===== src/rtl/hack_cpu_core.sv =====
// rtl/hack_cpu_core.sv - Hack-style single-cycle CPU datapath, control and internal ALU

// Combinational 16-bit Hack ALU: zero/negate each operand, add or AND, optionally negate result.
module hack_cpu_alu (
  input  logic [15:0] x,
  input  logic [15:0] y,
  input  logic        zx,
  input  logic        nx,
  input  logic        zy,
  input  logic        ny,
  input  logic        f,
  input  logic        no,
  output logic [15:0] out,
  output logic        zr,
  output logic        ng
);

  logic [15:0] x_z, x_n, y_z, y_n, fn_out;

  // Operand preconditioning, function select and output conditioning.
  always_comb begin
    x_z    = zx ? 16'h0000 : x;
    x_n    = nx ? ~x_z : x_z;
    y_z    = zy ? 16'h0000 : y;
    y_n    = ny ? ~y_z : y_z;
    fn_out = f ? (x_n + y_n) : (x_n & y_n);
    out    = no ? ~fn_out : fn_out;
    zr     = (out == 16'h0000);
    ng     = out[15];
  end

endmodule

// CPU core: decodes instruction, drives ALU, holds A/D/PC.
module hack_cpu_core #(
  parameter int PC_WIDTH = 15,
  parameter int RESET_PC = 0
) (
  input  logic                clock,
  input  logic                reset,
  input  logic [15:0]         instruction,
  input  logic [15:0]         inM,
  output logic [15:0]         outM,
  output logic                writeM,
  output logic [PC_WIDTH-1:0] addressM,
  output logic [PC_WIDTH-1:0] pc
);

  logic [15:0]         a_reg;
  logic [15:0]         d_reg;
  logic [PC_WIDTH-1:0] pc_reg;

  logic                is_c;
  logic                sel_m;
  logic                dest_a, dest_d, dest_m;
  logic                j_lt, j_eq, j_gt;
  logic [15:0]         alu_y;
  logic [15:0]         alu_out;
  logic                alu_zr, alu_ng;
  logic                jump_taken;
  logic [PC_WIDTH-1:0] pc_inc;
  logic                unused_fill_bits;

  // Field decode; bits 14:13 of a C-instruction carry no meaning.
  always_comb begin
    is_c             = instruction[15];
    sel_m            = instruction[12];
    dest_a           = instruction[5];
    dest_d           = instruction[4];
    dest_m           = instruction[3];
    j_lt             = instruction[2];
    j_eq             = instruction[1];
    j_gt             = instruction[0];
    unused_fill_bits = ^instruction[14:13];
  end

  assign alu_y = sel_m ? inM : a_reg;

  hack_cpu_alu u_alu (
    .x   (d_reg),
    .y   (alu_y),
    .zx  (instruction[11]),
    .nx  (instruction[10]),
    .zy  (instruction[9]),
    .ny  (instruction[8]),
    .f   (instruction[7]),
    .no  (instruction[6]),
    .out (alu_out),
    .zr  (alu_zr),
    .ng  (alu_ng)
  );

  // Jump condition and next-sequential PC (wraps modulo 2^PC_WIDTH).
  always_comb begin
    jump_taken = is_c & ((j_lt & alu_ng) | (j_eq & alu_zr) | (j_gt & ~alu_ng & ~alu_zr));
    pc_inc     = pc_reg + PC_WIDTH'(1);
  end

  assign outM     = alu_out;
  assign writeM   = is_c & dest_m & ~reset;
  assign addressM = a_reg[PC_WIDTH-1:0];
  assign pc       = pc_reg;

  // Architectural state update; jump target is the pre-edge A even if A is also written.
  always_ff @(posedge clock) begin
    if (reset) begin
      a_reg  <= 16'h0000;
      d_reg  <= 16'h0000;
      pc_reg <= PC_WIDTH'(RESET_PC);
    end else begin
      if (!is_c) begin
        a_reg <= instruction;
      end else begin
        if (dest_a) a_reg <= alu_out;
        if (dest_d) d_reg <= alu_out;
      end
      pc_reg <= jump_taken ? a_reg[PC_WIDTH-1:0] : pc_inc;
    end
  end

endmodule

===== config.mk =====
export PLATFORM = sky130hd
export DESIGN_NAME = hack_cpu_core
export DESIGN_NICKNAME = d
export VERILOG_FILES = /design/src/rtl/hack_cpu_core.sv
export SDC_FILE = /design/constraint.sdc
export NUM_CORES = 1
export LEC_CHECK = 0
export ABC_AREA = 1
export CORE_MARGIN = 2
export CORE_UTILIZATION = 55
export DETAILED_ROUTE_END_ITERATION = 8
export PLACE_DENSITY = 0.89
export SYNTH_ARGS = -nofsm -noshare
export SYNTH_HDL_FRONTEND = slang
export SYNTH_SLANG_ARGS = --single-unit

===== constraint.sdc =====
create_clock -name clock -period 7.4 [get_ports clock]
set_input_delay 2.22 -clock clock [delete_from_list [all_inputs] [get_ports clock]]
set_output_delay 2.22 -clock clock [all_outputs]
set_load 0.02 [all_outputs]

Yosys cells after proc, flatten, opt, wreduce, memory -nomap -nowiden
Index checks and enable logic that the tools add are counted.
Storage, ports and cells
  flip-flop bits (word level): 47
  input port bits: 34
  output and inout port bits: 47
  logic and storage cells: 37
Cells by class
  add/sub/neg operators: 2
  eq/ne operators: 1
  multiplexer cells: 10
  bitwise gates (word level): 17
  reductions and logical operators: 3
Operators with widths (count)
  two-way mux 16 bit: 7
  NOT 16 bit: 3
  two-way mux 15 bit: 3
  adder 16 bit: 1
  AND 16 bit: 1
  logical NOT 16 bit: 1
  adder 15 x 1 -> 15 bit, second input constant: 1
  AND 1 bit: 7
  NOT 1 bit: 4
  != test 2 bit, second input constant: 1
  OR 1 bit: 2
  AND reduction 2 bit: 1
  OR reduction 2 bit: 1

Longest topological paths before layout
Gate-level depths: netlist of the first run.
  depth in word-level cells: 14
  depth in mapped cells: 27
  mapped depth without buffers: 25

Hierarchy
Synthesis of the first run repeated with hierarchy kept, for this count alone.
Second synthesis, totals
  cells, all modules: 802
  area total of the unflattened synthesis: 4630.7 µm²
Modules (own cells, without submodules)
  hack_cpu_core: instances 1, cells an instance 383, area each 2541.2 µm², sequential area each 940.9 µm²
  hack_cpu_alu: instances 1, cells an instance 419, area each 2089.5 µm², sequential area each 0.0 µm²

Worst setup path before layout of the first run
No wires, ideal clock.
  kind: in2out
  start point: input port instruction[10]
  end point: output port outM[14]
  data arrival time: 4.702 ns
  required time: 5.180 ns
  slack: 0.478 ns
  cell stages on the path: 17
  path buffers: 2
  cells stage by stage: clkbuf_1 clkbuf_1 xor2_1 inv_1 ha_1 fa_1 nand2_2 nand2_1 nand3_1 nand2_2 nand2_2 nand2_1 nand2_1 nand3_2 nand3_2 nand2_2 inv_1
On the way
  word-level cells in the longest chain between the ends: 5
  elaborated cells between the ends (all ways): 6
  those cells by class: add/sub: 1; mux: 3; bitwise: 2
RTL lines
  from (decl): RTL line 41  | input logic [15:0] instruction,
  two-way mux 16 bit (*): RTL line 23  | x_n = nx ? ~x_z : x_z;
  adder 16 bit or AND 16 bit (tied branches): RTL line 26  | fn_out = f ? (x_n + y_n) : (x_n & y_n);
  two-way mux 16 bit (*): RTL line 26
  NOT 16 bit: RTL line 27  | out = no ? ~fn_out : fn_out;
  two-way mux 16 bit (*): RTL line 27
  to (decl): RTL line 43  | output logic [15:0] outM,
Every way passes the cells marked *; elsewhere a longest branch is shown, timed or not.

Final worst setup path of the first run
  start point: input port instruction[12]
  end point: output port outM[13]
On the way
  word-level cells in the longest chain between the ends: 8
  elaborated cells between the ends (all ways): 9
  those cells by class: add/sub: 1; mux: 5; bitwise: 3
RTL lines
  two-way mux 16 bit (*): RTL line 77  | assign alu_y = sel_m ? inM : a_reg;
  two-way mux 16 bit (*): RTL line 24  | y_z = zy ? 16'h0000 : y;
  NOT 16 bit: RTL line 25  | y_n = ny ? ~y_z : y_z;
  two-way mux 16 bit (*): RTL line 25
  adder 16 bit or AND 16 bit (tied branches): RTL line 26
  two-way mux 16 bit (*): RTL line 26
  NOT 16 bit: RTL line 27
  two-way mux 16 bit (*): RTL line 27
Marks and branches as above.

==> results.cfg, run 1 <==
[status]
status = finished, final reports clean

[critical_path]
critPathSlowestCell = clkdlybuf4s50_1
path_cells = clkdlybuf4s50_1 > inv_2 > buf_4 > a21oi_1 > o21ai_0 > xor2_1 > ha_2 > nand2_2 > nor2_2 > and2_1 > nand2_2 > nand2_1 > nand2_1 > nand3_2 > nand3_2 > nand2_2 > inv_1 > clkdlybuf4s15_2
startpoint = instruction[12]
start_kind = input port
crit_path_max_incr_delay_ns = 0.50
regToRegSetupSlack_ns = 3.33
cp_max_fo = 12
rr_worst_depth = 22
timing.rr.end = pc[9]
reg2reg_from = a_reg[0]
crit_type = input port to primary output
crit_top_cell = nand2_2
crit_required_ns = 5.18
end_kind = primary output
worstPathArrival_ns = 5.12

[placement]
post-dp-hpwl_um = 11640
dpl_cell_area_um2 = 5859
gp_congestion = 1.001
portBuffers = 80

[cts]
holdBufCountCts = 0
clock_sinks = 47
h-tree-depth = 2
cts_buffers = 5
path_clk_slew_ns = 0.09
insertion_delay_ns = 0.32
clk_path_buf_depth = 2
clock-root-buffer = clkbuf_8
cts_tree = yes

[sta]
finalCritPeriodShare_pct = 99.20
min_period_ns = 7.340
max_freq_ghz = 0.1362
max-slew-margin-rel_pct = 27.13
finalMaxSlewViolations = 0
fin_skew_ns = 0.007510
hold_violations = 0
worst_slew_pin_slew_ns = 1.089
finalSetupViolations = 0
rsz0062_at_grt = true

[global_route]
antenna_found_initial = 0
gr-usage-all-layers_pct = 33.11
grt_max_degree = 35
overflow = 0
grt_pass1_vias = 5125
grt_pass1_wl_um = 23540

[route]
via_count = 5495
firstDrtPassIters = 7
wl_per_cell_um = 15.58
ant_nets = 0
drtIter0Drc = 480
drt_wl_total_um = 15520
drt-vias-per-instance = 5.517
route.detailed.drc = 0

[layout]
final_net_count = 942
antenna_cells = 0
area_growth_syn_to_layout_pct = 30.55
layout_common_cells = 222 x nand2_1, 121 x inv_1, 79 x buf_4
layout_commonest_cell = nand2_1
drive_above_1_share_pct = 19.42
fin_area_um2 = 6073

[floorplan]
dieArea_um2 = 9209
coreArea_um2 = 8217
io_pins = 81
dieHeight_um = 95.97
initial_core_util_pct = 56.62
num_rows = 33
die_w_um = 95.97

[synth]
synth_area_leaders = dfxtp_1 20%, nand2_1 18%, inv_1 10%
ys_seq_area_share_pct = 20.23
yosysTopAreaCellShare_pct = 20.23
synth_cell_types = 30
synth_area_um2 = 4652
synth_top_cell_by_area = dfxtp_1
syn_inst = 772
synth_nets = 824
ys_warn_count = 0
ys_ff_latch = 47
avgSynthCellArea_um2 = 6.026

[power]
p_leak_nw = 3.076
power_density_nw_per_um2 = 190.0
power_w = 0.001154
ir_drop_v = 0.0001201

[hold_path]
hold_start = d_reg[15]
hold_depth = 2
hold_class = flop to flop
hold_end = d_reg[15]

[job]
cap_violations = 0
==> metal layers <==
layer | up-vias | part of all wire (%) | track usage, %
met3 | 46 | 7.9 | 6.735
met2 | 273 | 48 | 56.59
met1 | 2547 | 41 | 39.70
met5 | - | 0 | 0
li1 | 2629 | - | -
met4 | 0 | 3.4 | 15.48
==> worst max path at each step <==
stage,end,slack (ns),cells past startpoint
4_1_cts,outM[6],-0.02,18
5_1_grt,outM[13],-0.11,19
2_1_floorplan,outM[14],0.48,17
6_report,outM[13],0.06,18
3_5_place_dp,outM[15],-0.32,19
3_3_place_gp,outM[15],-0.23,19
==> critical path, delay by kind of cell <==
family / cells / cell delay, ns
AOI/OAI and AO/OA: 2 / 0.29
xor gates and xnor gates: 1 / 0.17
adders and majority gates: 1 / 0.39
buffers and inverters: 5 / 1.11
and+or+nand+nor: 9 / 0.92
==> kinds of logic (layout without fill, tap and decap cells) <==
group | count (synthesis) | after routing | share of synthesized area [%]
simple gates | 387 | 387 | 37.74
buf+inv | 178 | 297 | 16.41
compound gates | 93 | 93 | 11.40
xor+xnor | 49 | 49 | 9.226
flops | 47 | 47 | 20.23
fa+ha+maj | 18 | 18 | 5.003
==> where the power goes <==
group	switching, W	internal (W)	total, W
Clock	0.0000995	0.000101	0.000200
Sequential	0.0000201	0.000277	0.000297
Combinational	0.000379	0.000277	0.000657
==> synth_stat cells (all sizes together) <==
master,number
nor3,3
nand4,5
and2,3
xor2,46
xnor2,3
o211ai,14
ha,17
nand2,240
o21ai,24
fa,1
o22ai,1
nor2,46
dfxtp,47
or2,3
inv,130
buf,33
a31oi,14
nand3,87
a21oi,40
clkbuf,15
==> layout make-up <==
cell class	count	area [µm²]
Timing Repair Buffer	159	1386
Clock inverter	3	43.79
Inverter	130	488.0
Fill cell	656	2143
Sequential cell	47	940.9
Multi-Input combinational cell	547	3014
Tap cell	105	131.4
Clock buffer	5	68.82
==> what timing repair did <==
action                                  4_1_cts  5_1_grt
endpoints found under the hold margin         0        0
setup buffers                                 0        9
resized for setup                            28       43
pin swaps                                     1       14
endpoints found under the setup margin       12       15
==> per-stage QoR <==
stage	hold slack, ns	cells	setup TNS, ns	utilization [%]	worst slack, ns
final	0.5087	996	0	73.91	0.05953
after global routing	0.5297	996	-0.1913	73.91	-0.1103
after CTS	0.5121	987	-0.02556	72.77	-0.02167
after detailed placement	0.4891	979	-2.626	71.31	-0.3174
after global placement	0.4838	979	-1.933	71.31	-0.2319
after floorplan	0.4679	772	0	-	0.4785
No activity file was read; power rests on OpenSTA's default activity.
==> run 2, diff against run 1 <==
--- a/config.mk
+++ b/config.mk
@@ -7,9 +7,9 @@
 export LEC_CHECK = 0
 export ABC_AREA = 1
 export CORE_MARGIN = 2
-export CORE_UTILIZATION = 55
+export CORE_UTILIZATION = 59
 export DETAILED_ROUTE_END_ITERATION = 8
-export PLACE_DENSITY = 0.89
+export PLACE_DENSITY = 0.94
 export SYNTH_ARGS = -nofsm -noshare
 export SYNTH_HDL_FRONTEND = slang
 export SYNTH_SLANG_ARGS = --single-unit
==> constraint.sdc (replaced) <==
create_clock -name clock -period 8.6 [get_ports clock]
set_input_delay 2.58 -clock clock [delete_from_list [all_inputs] [get_ports clock]]
set_output_delay 2.58 -clock clock [all_outputs]
set_load 0.02 [all_outputs]
==> run 2 against run 1 <==
  * Worst setup slack gained 0.19 ns
  * Die area fell by 6.5%
  * Cell count fell by 6.3%
  * Global-route usage is 0.42 points higher
  * Register-to-register slack better by 1.2 ns
  * Power down 21%
  * Clock skew grew 0.014 ns
  * First-iteration DRC count up 15%
  * Clock power decreased by 13%
  * Critical path depth increased by 1
  * Flip-flop and latch count stayed put
  * Non-clock buffer count is 60 lower
  * Largest cell class unchanged
==> results.cfg, run 2 (synthesized netlist as in run 1, its figures left out) <==
[status]
status = finished, final reports clean

[floorplan]
dieArea_um2 = 8611
io_pins = 81
die_w_um = 92.80
dieHeight_um = 92.80
initial_core_util_pct = 60.51
coreArea_um2 = 7687
num_rows = 32

[sta]
worst_slew_pin_slew_ns = 1.093
fin_skew_ns = 0.02146
max_freq_ghz = 0.1197
finalMaxSlewViolations = 0
hold_violations = 0
min_period_ns = 8.355
finalSetupViolations = 0
finalCritPeriodShare_pct = 97.15
max-slew-margin-rel_pct = 26.87
rsz0062_at_grt = false
fin_tns_setup_ns = 0

[global_route]
use_met3_pct = 4.963
antenna_found_initial = 0
overflow = 0
grt_pass1_vias = 4905
grt_pass1_wl_um = 23060
grt-busiest-layer = met2
grt_max_degree = 35
use_met2_pct = 55.19
grt_use_met1_pct = 41.70
gr-usage-all-layers_pct = 33.53

[critical_path]
start_kind = input port
cp_max_fo = 6
path_cells = clkdlybuf4s50_1 > clkinvlp_4 > clkbuf_2 > a21oi_1 > o21ai_0 > xor2_1 > ha_2 > nand2_1 > inv_1 > nand2_1 > nand2_1 > a21oi_1 > nand2_1 > nand2_1 > nand3_1 > nand3_1 > nand2_2 > inv_1 > dlymetal6s2s_1
crit_top_cell = nand2_1
cp_top_family = buffers and inverters
crit_required_ns = 6.02
end_kind = primary output
startpoint = instruction[12]
critPathSlowestCell = clkdlybuf4s50_1
regToRegSetupSlack_ns = 4.55
rr_worst_depth = 21
reg2reg_from = a_reg[0]
crit_type = input port to primary output
timing.rr.end = pc[10]
crit_path_max_incr_delay_ns = 0.52
worstPathArrival_ns = 5.77
crit_buf_inv = 6

[placement]
portBuffers = 80
gp_congestion = 0.9742
dpl_cell_area_um2 = 5425
post-dp-hpwl_um = 11040
post-place-cells = 922

[layout]
layout_common_cells = 225 x nand2_1, 123 x inv_1, 68 x clkdlybuf4s50_1
register_area_um2 = 940.9
final_cells = 933
num-fill-cells = 612
fin_area_um2 = 5597
final_net_count = 882
drive_above_1_share_pct = 9.627
antenna_cells = 0
area_growth_syn_to_layout_pct = 20.31
multi_input_area_um2 = 2950
layout_commonest_cell = nand2_1

[cts]
clock-root-buffer = clkbuf_8
clock_sinks = 47
cts_buffers = 5
clk_path_buf_depth = 2
insertion_delay_ns = 0.32
path_clk_slew_ns = 0.08
cts_tree = yes
h-tree-depth = 2

[hold_path]
hold_end = d_reg[13]
hold_start = d_reg[13]
hold_class = flop to flop
hold_depth = 2

[route]
drt-vias-per-instance = 5.659
drt_wl_total_um = 14650
firstDrtPassIters = 6
ant_nets = 0
drtIter0Drc = 552
route.detailed.drc = 0
wl_per_cell_um = 15.70
via_count = 5280

[power]
power_density_nw_per_um2 = 163.8
ir_drop_v = 0.00008899
p_leak_nw = 2.853

[job]
cap_violations = 0
## run 2: changes by cell type in the layout (fill, tap and decap cells not counted), moves of 5 or more
cell	before	now
buf_4	79	18
a21oi_1	32	39
a21oi_2	7	0
dlymetal6s2s_1	2	12
nor2_1	37	42
nor2_2	8	3
## run 2: worst max path at each step
stage | endpoint | slack [ns] | depth (start not counted)
2_1_floorplan | outM[14] | 0.96 | 17
3_3_place_gp | outM[15] | 0.17 | 19
3_5_place_dp | outM[13] | 0.05 | 18
4_1_cts | outM[10] | 0.02 | 19
5_1_grt | outM[13] | 0.04 | 19
6_report | outM[13] | 0.25 | 19
## run 2: layout make-up
| cell class | count | share of cell area, % |
|---|---|---|
| repair buffers | 99 | 17.35 |
| flip-flops and latches | 47 | 16.81 |
| multi-input cells | 547 | 52.72 |
| clock inverters | 3 | 0.8272 |
| clock buffers | 5 | 1.230 |
| inverters | 130 | 8.786 |
| well taps | 102 | 2.280 |
## run 2: power breakdown
| part | internal [W] | switching, W | total (W) |
|---|---|---|---|
| logic | 0.000184 | 0.000304 | 0.000488 |
| clock network | 0.0000877 | 0.0000858 | 0.000174 |
| registers | 0.000238 | 0.0000164 | 0.000255 |
## run 2: worst reg2reg max path, stage by stage, from the launching register on
cell and delay [ns]:
dfxtp_1 0.37, inv_1 0.10, a21oi_1 0.15, o21ai_1 0.11
xor2_1 0.16, ha_1 0.27, fa_1 0.42, nand2_2 0.13
nand3_1 0.13, o211ai_1 0.13, nand2_1 0.20, nor2_1 0.13
nand3_1 0.10, nor2_1 0.15, nand2_1 0.08, nor2_2 0.12
nand3_2 0.08, nand2_1 0.07, nand3_2 0.57, nand3_2 0.33
nand2_1 0.08, nor2_1 0.12
## run 2: what timing repair did
action                                 4_1_cts  5_1_grt
resized for setup                            0       15
setup endpoints to repair                    0       12
endpoints found under the hold margin        0        0
hold buffers                                 0        0
setup buffers                                0        3
## run 2: per-stage QoR
step                      util, %  power [W]  hold WS, ns  setup WS, ns
after floorplan                 -  0.0005881       0.4679        0.9585
after global placement      70.57  0.0007184       0.4807        0.1714
after detailed placement    70.57  0.0007340       0.4804       0.05074
after CTS                   72.07  0.0009069       0.5075       0.01682
after global routing        72.80  0.0009699       0.5323       0.03768
final                       72.80  0.0009165       0.5051        0.2451
## run 2: routing by layer
layer  vias up  routed length [µm]  part of all wire, %
met5         -                   0                    0
met4         0                 735                  5.0
met3        58                1456                  9.9
met2       338                6680                   46
met1      2375                5777                   39
li1       2509                   -                    -
